--- src/rtl/weight_bank.sv ---
`timescale 1ns/1ps
// Symmetric weight store for an N-neuron recurrent layer.
// Only the upper triangle is kept (row-major), so (i,j) and (j,i) share one word.
// After reset, or on request, a fill pass writes DIAG_INIT on the diagonal and
// the current off-diagonal value everywhere else, one entry per cycle.
module weight_bank #(
    parameter int          N         = 4,
    parameter int          IDX_W     = 2,
    parameter int          ADDR_W    = 4,
    parameter logic [31:0] DIAG_INIT = 32'h3F800000,
    parameter logic [31:0] OFF_INIT  = 32'hBE4CCCCD
) (
    input  logic             clk,
    input  logic             rst,
    input  logic             init_start,
    input  logic             off_load,
    input  logic [31:0]      off_data,
    output logic             init_busy,
    output logic             init_done,
    input  logic             wr_en,
    input  logic [IDX_W-1:0] wr_row,
    input  logic [IDX_W-1:0] wr_col,
    input  logic [31:0]      wr_data,
    input  logic             rd_en,
    input  logic [IDX_W-1:0] rd_row,
    input  logic [IDX_W-1:0] rd_col,
    output logic             rd_valid,
    output logic [31:0]      rd_data,
    output logic             err
);
    localparam int DATA_W  = 32;
    localparam int ENTRIES = N * (N + 1) / 2;

    typedef enum logic {IDLE, FILL} state_t;

    state_t             state, state_n;
    logic [DATA_W-1:0]  mem [ENTRIES];
    logic [DATA_W-1:0]  off_val;
    logic [ADDR_W-1:0]  fill_addr;
    logic [IDX_W-1:0]   fill_row, fill_col;
    logic               fill_we, fill_last;

    logic               rd_acc_p0, wr_acc_p0;
    logic [ADDR_W-1:0]  rd_addr_p0, wr_addr_p0;

    function automatic logic idx_ok(input logic [IDX_W-1:0] idx);
        return int'(idx) < N;
    endfunction

    // Fold (row,col) onto the upper triangle, then row-major offset.
    function automatic logic [ADDR_W-1:0] tri_addr(input logic [IDX_W-1:0] row,
                                                   input logic [IDX_W-1:0] col);
        int r, c, a;
        r = (row < col) ? int'(row) : int'(col);
        c = (row < col) ? int'(col) : int'(row);
        a = r * N - (r * (r - 1)) / 2 + (c - r);
        return ADDR_W'(a);
    endfunction

    assign init_busy  = (state == FILL);
    assign rd_acc_p0  = rd_en && (state == IDLE) && idx_ok(rd_row) && idx_ok(rd_col);
    assign wr_acc_p0  = wr_en && (state == IDLE) && idx_ok(wr_row) && idx_ok(wr_col);
    assign rd_addr_p0 = tri_addr(rd_row, rd_col);
    assign wr_addr_p0 = tri_addr(wr_row, wr_col);

    // Next-state logic: a fill runs exactly ENTRIES cycles, restart requests are ignored while busy.
    always_comb begin
        state_n   = state;
        fill_we   = 1'b0;
        fill_last = 1'b0;
        unique case (state)
            IDLE: begin
                if (init_start) state_n = FILL;
            end
            FILL: begin
                fill_we = 1'b1;
                if (fill_addr == ADDR_W'(ENTRIES - 1)) begin
                    fill_last = 1'b1;
                    state_n   = IDLE;
                end
            end
        endcase
    end

    // State register and fill pointer; pointer is parked at (0,0) so the next fill starts clean.
    always_ff @(posedge clk) begin
        if (rst) begin
            state     <= FILL;
            fill_addr <= '0;
            fill_row  <= '0;
            fill_col  <= '0;
            init_done <= 1'b0;
        end else begin
            state     <= state_n;
            init_done <= fill_last;
            if (fill_we) begin
                if (fill_last) begin
                    fill_addr <= '0;
                    fill_row  <= '0;
                    fill_col  <= '0;
                end else begin
                    fill_addr <= fill_addr + ADDR_W'(1);
                    if (fill_col == IDX_W'(N - 1)) begin
                        fill_row <= fill_row + IDX_W'(1);
                        fill_col <= fill_row + IDX_W'(1);
                    end else begin
                        fill_col <= fill_col + IDX_W'(1);
                    end
                end
            end
        end
    end

    // Off-diagonal init value; a reload only affects entries filled afterwards.
    always_ff @(posedge clk) begin
        if (rst) begin
            off_val <= OFF_INIT;
        end else if (off_load) begin
            off_val <= off_data;
        end
    end

    // Storage: fill writes and user writes never coincide since user writes need IDLE.
    always_ff @(posedge clk) begin
        if (!rst) begin
            if (fill_we) begin
                mem[fill_addr] <= (fill_row == fill_col) ? DIAG_INIT : off_val;
            end else if (wr_acc_p0) begin
                mem[wr_addr_p0] <= wr_data;
            end
        end
    end

    // p0 -> p1: registered read response (read-first vs. a same-cycle write) and reject flag.
    always_ff @(posedge clk) begin
        if (rst) begin
            rd_valid <= 1'b0;
            rd_data  <= '0;
            err      <= 1'b0;
        end else begin
            rd_valid <= rd_acc_p0;
            err      <= (rd_en && !rd_acc_p0) || (wr_en && !wr_acc_p0);
            if (rd_acc_p0) rd_data <= mem[rd_addr_p0];
        end
    end

endmodule

--- config.mk ---
export PLATFORM = sky130hd
export DESIGN_NAME = weight_bank
export DESIGN_NICKNAME = d
export VERILOG_FILES = /design/src/rtl/weight_bank.sv
export SDC_FILE = /design/constraint.sdc
export NUM_CORES = 1
export LEC_CHECK = 0
export BUFFER_PORTS_ARGS = -buffer_cell sky130_fd_sc_hd__buf_4
export CORE_ASPECT_RATIO = 1.4
export CORE_MARGIN = 1.5
export CORE_UTILIZATION = 42
export DETAILED_ROUTE_END_ITERATION = 10
export SLEW_MARGIN = 10
export SYNTH_ARGS = -nofsm -noshare
export SYNTH_HDL_FRONTEND = slang
export SYNTH_SLANG_ARGS = --single-unit
--- constraint.sdc ---
create_clock -name clk -period 10.15 [get_ports clk]
set_clock_uncertainty 0.05 [all_clocks]
set_input_delay 2.03 -clock clk [delete_from_list [all_inputs] [get_ports clk]]
set_output_delay 2.03 -clock clk [all_outputs]
set_load 0.1 [all_outputs]
Yosys cells after proc, flatten, opt, wreduce, memory -nomap -nowiden
Memories as Yosys holds them, arrays and structs flattened. A register that Yosys moved wholly into a read port is not among the register bits.
Cells that the tools add are included.
Operators by class
  add/subtract/negate cells: 13
  multiply operators: 2
  magnitude comparators: 2
  equality and inequality tests: 3
  multiplexer cells: 26
  bitwise logic cells: 3
  reductions and logical operators: 10
Operator list (number)
  32-bit two-way mux: 2
  32-bit OR reduction: 1
  2-bit two-way mux: 8
  1-bit two-way mux: 13
  3-bit by 3-bit multiplier with 6-bit output: 2
  4-bit by 1-bit adder with 4-bit output: 2
  4-bit by 3-bit adder with 4-bit output: 2
  4-bit two-way mux: 2
  4-bit subtractor: 2
  2-bit by 1-bit subtractor with 3-bit output (second input constant): 2
  2-bit by 2-bit subtractor with 3-bit output: 2
  2-bit by 1-bit adder with 2-bit output (second input constant): 2
  4-bit by 1-bit adder with 4-bit output (second input constant): 1
  4-bit equality test (second input constant): 1
  1-bit logical AND: 4
  2-bit < comparator: 2
  1-bit AND: 2
  2-bit equality test: 1
  2-bit equality test (second input constant): 1
  1-bit logical NOT: 2
  1-bit case mux with 2 select lines: 1
  2-bit AND reduction: 1
  2-bit nonzero test: 1
  1-bit logical OR: 1
  1-bit NOT: 1
Word-level totals
  bits in registers: 44
  bits in writable memories: 320
  word-level logic and storage cells: 68
  memories: 1
Memory list
  mem: words 10, bits a word 32, rd ports 1, clocked after memory_dff 1, wr ports 1, line 37  | logic [DATA_W-1:0] mem [ENTRIES];

Logic depth before layout (Yosys ltp)
  depth in word-level cells: 9
  gate-level depth with buffers: 17
  gate-level depth less buffers: 15

Worst setup path after synthesis
Ideal clock, no wire load.
  kind: input to register
  from: input wr_col[1]
  to: memory mem[2][0] (enable)
  arrival: 5.657 ns
  setup slack: 4.022 ns
  stages on the path: 12
  buffers on the path: 0
  cells stage by stage: inv_1 ha_1 a21oi_1 nor2b_1 a21oi_1 ha_1 inv_1 fa_1 or3b_2 a21oi_1 nand2_1 nor2_1
Between the ends
  longest elaborated chain between the ends: 9
  elaborated cells on any way between the ends: 11
RTL lines
  from (decl): line 22  | input logic [IDX_W-1:0] wr_col,
  2-bit < comparator: line 54, 55
  2-bit two-way mux: line 54  | r = (row < col) ? int'(row) : int'(col);
  2-bit by 1-bit subtractor with 3-bit output: line 56  | a = r * N - (r * (r - 1)) / 2 + (c - r);
  3-bit by 3-bit multiplier with 6-bit output: line 56
  1-bit AND (no source line)
  4-bit by 1-bit adder with 4-bit output (no source line)
  4-bit subtractor: line 56
  4-bit by 3-bit adder with 4-bit output (*): line 56
  4-bit two-way mux (no source line) (*)
  to (decl): line 37
Every way passes the cells marked *; elsewhere a longest branch is shown, timed or not.

Worst setup path in the final report
  from: input rd_row[1]
  to: register rd_data[27] (read register of mem)
Between the ends
  longest elaborated chain between the ends: 8
  elaborated cells on any way between the ends: 10
RTL lines
  from (decl): line 25  | input logic [IDX_W-1:0] rd_row,
  2-bit < comparator: line 54, 55
  2-bit two-way mux: line 54
  2-bit by 1-bit subtractor with 3-bit output: line 56
  3-bit by 3-bit multiplier with 6-bit output: line 56
  1-bit AND (no source line)
  4-bit by 1-bit adder with 4-bit output (no source line)
  4-bit subtractor: line 56
  4-bit by 3-bit adder with 4-bit output (*): line 56
  to (decl): line 28  | output logic [31:0] rd_data,
Marked as above.
A chain may end at the register's enable or synchronous reset.

==> metrics.txt <==
# TYPE chip_impl_metric gauge
chip_impl_info{name="status",value="complete, no violations"} 1
chip_impl_metric{name="postCtsResizedCells",unit=""} 0
chip_impl_metric{name="initial_core_util",unit="%"} 42.5
chip_impl_info{name="crit_path_max_delay_cell_type",value="sky130_fd_sc_hd__ha_4"} 1
chip_impl_metric{name="clock_latency",unit="ps"} 520
chip_impl_metric{name="cts_buffers",unit=""} 39
chip_impl_metric{name="grtUsageTotal",unit="%"} 18.2
chip_impl_metric{name="grt_pass1_wl",unit="mm"} 52.4
chip_impl_metric{name="setup_tns",unit="ps"} 0
chip_impl_metric{name="netlist_area_pre_place",unit="um2"} 15900
chip_impl_info{name="tritoncts",value="yes"} 1
chip_impl_info{name="cell_chain_of_the_critical_path",value="buf_4 -> ha_1 -> a21oi_1 -> mux2_2 -> ha_1 -> inv_1 -> fa_2 -> inv_1 -> ha_4 -> buf_4 -> mux4_1 -> mux2i_1 -> nor3_1 -> a221o_1"} 1
chip_impl_info{name="crit_path_class",value="in -> reg"} 1
chip_impl_metric{name="cp.arrival",unit="ps"} 6260
chip_impl_metric{name="static-leakage-power",unit="nW"} 6.50
chip_impl_metric{name="power-per-cell-area",unit="nW/um2"} 210
chip_impl_metric{name="grt_max_degree",unit=""} 65
chip_impl_metric{name="worst-path-max-fanout",unit=""} 41
chip_impl_metric{name="timing.max_cap.violations",unit=""} 0
chip_impl_info{name="layout.cells.most_common",value="sky130_fd_sc_hd__edfxtp_1"} 1
chip_impl_info{name="critPathCaptureType",value="flop"} 1
chip_impl_metric{name="drt_first_iter_violations",unit=""} 667
chip_impl_metric{name="path_clk_slew",unit="ps"} 60
chip_impl_metric{name="yosys_warnings",unit=""} 0
chip_impl_metric{name="drtPass1Iterations",unit=""} 5
chip_impl_info{name="ctsRootBufferMaster",value="sky130_fd_sc_hd__clkbuf_16"} 1
chip_impl_metric{name="timing.final.setup_violations",unit=""} 0
chip_impl_metric{name="drt_wl_total",unit="mm"} 34.6
chip_impl_metric{name="ctsHtreeMaxLevel",unit=""} 2
chip_impl_metric{name="area_delta_synth_final",unit="%"} 15.8
chip_impl_metric{name="via_count_of_the_first_global_routing_pass",unit=""} 8655
chip_impl_metric{name="worst-endpoint-required",unit="ps"} 10520
chip_impl_metric{name="layout-drive-gt1-share",unit="%"} 28.9
chip_impl_info{name="grt_setup_unrepaired",value="no"} 1
chip_impl_info{name="predominant_post_synthesis_flop_cell",value="sky130_fd_sc_hd__edfxtp_1"} 1
chip_impl_metric{name="nets",unit=""} 1102
chip_impl_info{name="timing.critical_path.from_type",value="primary input"} 1
chip_impl_metric{name="synth_area_per_cell",unit="um2"} 18.0
chip_impl_metric{name="detail_route.vias_per_cell",unit=""} 5.54
chip_impl_info{name="commonest_cells_after_routing_fill_and_taps_aside",value="sky130_fd_sc_hd__edfxtp_1 (320), sky130_fd_sc_hd__buf_4 (131), sky130_fd_sc_hd__dfxtp_1 (76)"} 1
chip_impl_metric{name="final_period_minus_worst_setup_slack",unit="ps"} 5900
chip_impl_metric{name="detail-route-antenna-nets",unit=""} 0
chip_impl_metric{name="yosysSeqAreaShare",unit="%"} 69.8
chip_impl_metric{name="timing.hold.ws",unit="ps"} 440
chip_impl_metric{name="grt.overflow.total",unit=""} 0
chip_impl_metric{name="clkSinkCount",unit=""} 396
chip_impl_metric{name="preCtsSetupSlack",unit="ps"} 3620
chip_impl_metric{name="synth-async-reset-ratio",unit="%"} 0
chip_impl_metric{name="die_x",unit="um"} 168
chip_impl_metric{name="portBuffers",unit=""} 113
chip_impl_metric{name="max_slew.worst_pin.slew",unit="ps"} 1030
chip_impl_metric{name="layout.core_utilization",unit="%"} 49.2
chip_impl_metric{name="finalCritPeriodShare",unit="%"} 58.1
chip_impl_metric{name="cts_buffer_depth",unit=""} 3
chip_impl_metric{name="fmax",unit="MHz"} 170
chip_impl_metric{name="cell_rows",unit=""} 84
chip_impl_metric{name="core_area",unit="um2"} 37500
chip_impl_metric{name="final-instance-count-excl-fill",unit=""} 1504
chip_impl_metric{name="placed_cells",unit=""} 1433
chip_impl_metric{name="final_hold_viol_count",unit=""} 0
chip_impl_metric{name="worst_ir_drop_vdd",unit="uV"} 135
chip_impl_metric{name="synth.net_count",unit=""} 985
chip_impl_info{name="min_path_type",value="reg -> reg"} 1
chip_impl_metric{name="postSynthRegisterBits",unit=""} 396
chip_impl_metric{name="die_footprint",unit="um2"} 39200
chip_impl_metric{name="initial_antenna_violation_count",unit=""} 1
chip_impl_metric{name="synthCells",unit=""} 884
chip_impl_metric{name="ys_types",unit=""} 51
chip_impl_metric{name="cp_slowest_stage_delay",unit="ps"} 710
chip_impl_metric{name="total_setup_buffers_inserted_after_cts",unit=""} 0
chip_impl_metric{name="diodes",unit=""} 0
chip_impl_metric{name="remaining_drc_errors",unit=""} 0
chip_impl_metric{name="routability_driven_placement_congestion_ratio",unit=""} 0.690
chip_impl_metric{name="boundaryPins",unit=""} 114
chip_impl_metric{name="post_drt_wl_per_cell",unit="um"} 23.0
chip_impl_metric{name="cts-hold-fix-buffers",unit=""} 0
chip_impl_metric{name="drv_slew",unit=""} 0
chip_impl_metric{name="maxSlewHeadroom",unit="%"} 31.0
chip_impl_metric{name="min_path_cells",unit=""} 1
chip_impl_metric{name="worstRegToRegCells",unit=""} 4
chip_impl_metric{name="synth_enable_flop_cells",unit=""} 320
chip_impl_metric{name="layout_setup_ws",unit="ps"} 4250
chip_impl_metric{name="detailroute.via_count",unit=""} 8327
chip_impl_metric{name="dp_hpwl",unit="mm"} 19.4
chip_impl_metric{name="die_y",unit="um"} 234
==> worst max-delay path: cells and delay by family <==
kind,cells,cell delay (ps)
AND/OR/NAND/NOR,1,60
AO/OA/AOI/OAI,2,520
multiplexers,3,1160
buffers and inverters,4,840
adder cells (fa/ha/maj),4,1620
==> cells in the mapped netlist (2+ instances only) <==
| library cell | count | area [um2] |
|---|---|---|
| sky130_fd_sc_hd__edfxtp_1 | 320 | 9610 |
| sky130_fd_sc_hd__dfxtp_1 | 76 | 1520 |
| sky130_fd_sc_hd__mux4_2 | 60 | 1350 |
| sky130_fd_sc_hd__mux2i_1 | 52 | 521 |
| sky130_fd_sc_hd__nor2_1 | 37 | 139 |
| sky130_fd_sc_hd__nor3_1 | 34 | 170 |
| sky130_fd_sc_hd__mux2_2 | 31 | 349 |
| sky130_fd_sc_hd__a221o_1 | 29 | 290 |
| sky130_fd_sc_hd__a22o_1 | 25 | 219 |
| sky130_fd_sc_hd__nor2b_1 | 23 | 144 |
| sky130_fd_sc_hd__ha_1 | 21 | 263 |
| sky130_fd_sc_hd__a211o_1 | 19 | 166 |
| sky130_fd_sc_hd__inv_1 | 19 | 71.3 |
| sky130_fd_sc_hd__a21oi_1 | 18 | 90.1 |
| sky130_fd_sc_hd__clkbuf_1 | 18 | 67.6 |
| sky130_fd_sc_hd__nand2_1 | 11 | 41.3 |
| sky130_fd_sc_hd__buf_2 | 9 | 45.0 |
| sky130_fd_sc_hd__buf_6 | 7 | 78.8 |
| sky130_fd_sc_hd__o22a_1 | 7 | 61.3 |
| sky130_fd_sc_hd__clkbuf_8 | 6 | 82.6 |
| sky130_fd_sc_hd__buf_12 | 5 | 100 |
| sky130_fd_sc_hd__o21ai_0 | 5 | 25.0 |
| sky130_fd_sc_hd__xnor2_1 | 5 | 43.8 |
| sky130_fd_sc_hd__buf_4 | 4 | 30.0 |
| sky130_fd_sc_hd__mux4_1 | 4 | 105 |
| sky130_fd_sc_hd__nand2b_1 | 4 | 25.0 |
| sky130_fd_sc_hd__a311o_1 | 3 | 30.0 |
| sky130_fd_sc_hd__nor3b_1 | 3 | 22.5 |
| sky130_fd_sc_hd__buf_1 | 2 | 7.51 |
| sky130_fd_sc_hd__buf_8 | 2 | 30.0 |
| sky130_fd_sc_hd__clkbuf_4 | 2 | 15.0 |
| sky130_fd_sc_hd__fa_1 | 2 | 40.0 |
| sky130_fd_sc_hd__nand3b_1 | 2 | 15.0 |
| sky130_fd_sc_hd__xor2_1 | 2 | 17.5 |
==> power breakdown <==
part | switching (mW) | leakage [nW] | internal (mW)
combinational | 0.313 | 2.34 | 0.253
clock | 0.592 | 0.620 | 0.851
sequential | 0.0147 | 3.54 | 1.85
total | 0.919 | 6.50 | 2.95
==> cells by family after synthesis <==
kind of cell               count (synthesis)  share of synthesized area [%]
xor gates and xnor gates                   9                          0.589
muxes                                    147                           14.6
DFF                                      396                           69.8
and+or+nand+nor                          122                           3.96
AOI/OAI and AO/OA                        113                           5.85
buffers and inverters                     74                           3.31
adders and majority gates                 23                           1.90
==> final timing paths <==
kind,start,end,slack [ps]
setup / recovery,rd_row[1],rd_data[27],4250
hold / removal,rd_data[18],rd_data[18],440
setup reg to reg,init_busy,mem[6][8],6890
hold reg to reg,rd_data[18],rd_data[18],440
==> layer usage <==
layer	global-route usage, %	vias to the layer above	routed length (um)
met3	3.02	53	1500
met2	31.6	196	17500
met4	5.74	2	794
met1	23.2	4310	14800
met5	0	-	13
li1	-	3766	-
==> per-stage QoR <==
| step | power, mW | area (um2) |
|---|---|---|
| floorplan | 2.35 | 15900 |
| global placement | 2.47 | 17200 |
| detailed placement | 2.48 | 17200 |
| CTS | 3.91 | 18500 |
| global route | 4.02 | 18500 |
| finish | 3.87 | 18500 |
==> area by class of cell <==
cell class | instances | area [um2]
Inverter | 19 | 71.3
Multi-Input combinational cell | 414 | 4410
Timing Repair Buffer | 131 | 983
Tap cell | 473 | 592
Sequential cell | 396 | 11100
Fill cell | 3116 | 19100
Clock buffer | 53 | 1080
Clock inverter | 18 | 194
==> flip-flops by register name, indices dropped and copies added, names as in the netlist <==
register and flops:
rd_valid 1, init_done 1, fill_addr 4, fill_row 2, mem 320, init_busy 1
fill_col 2, rd_data 32, err 1, off_val 32
Power figures use the tool's default switching activity.
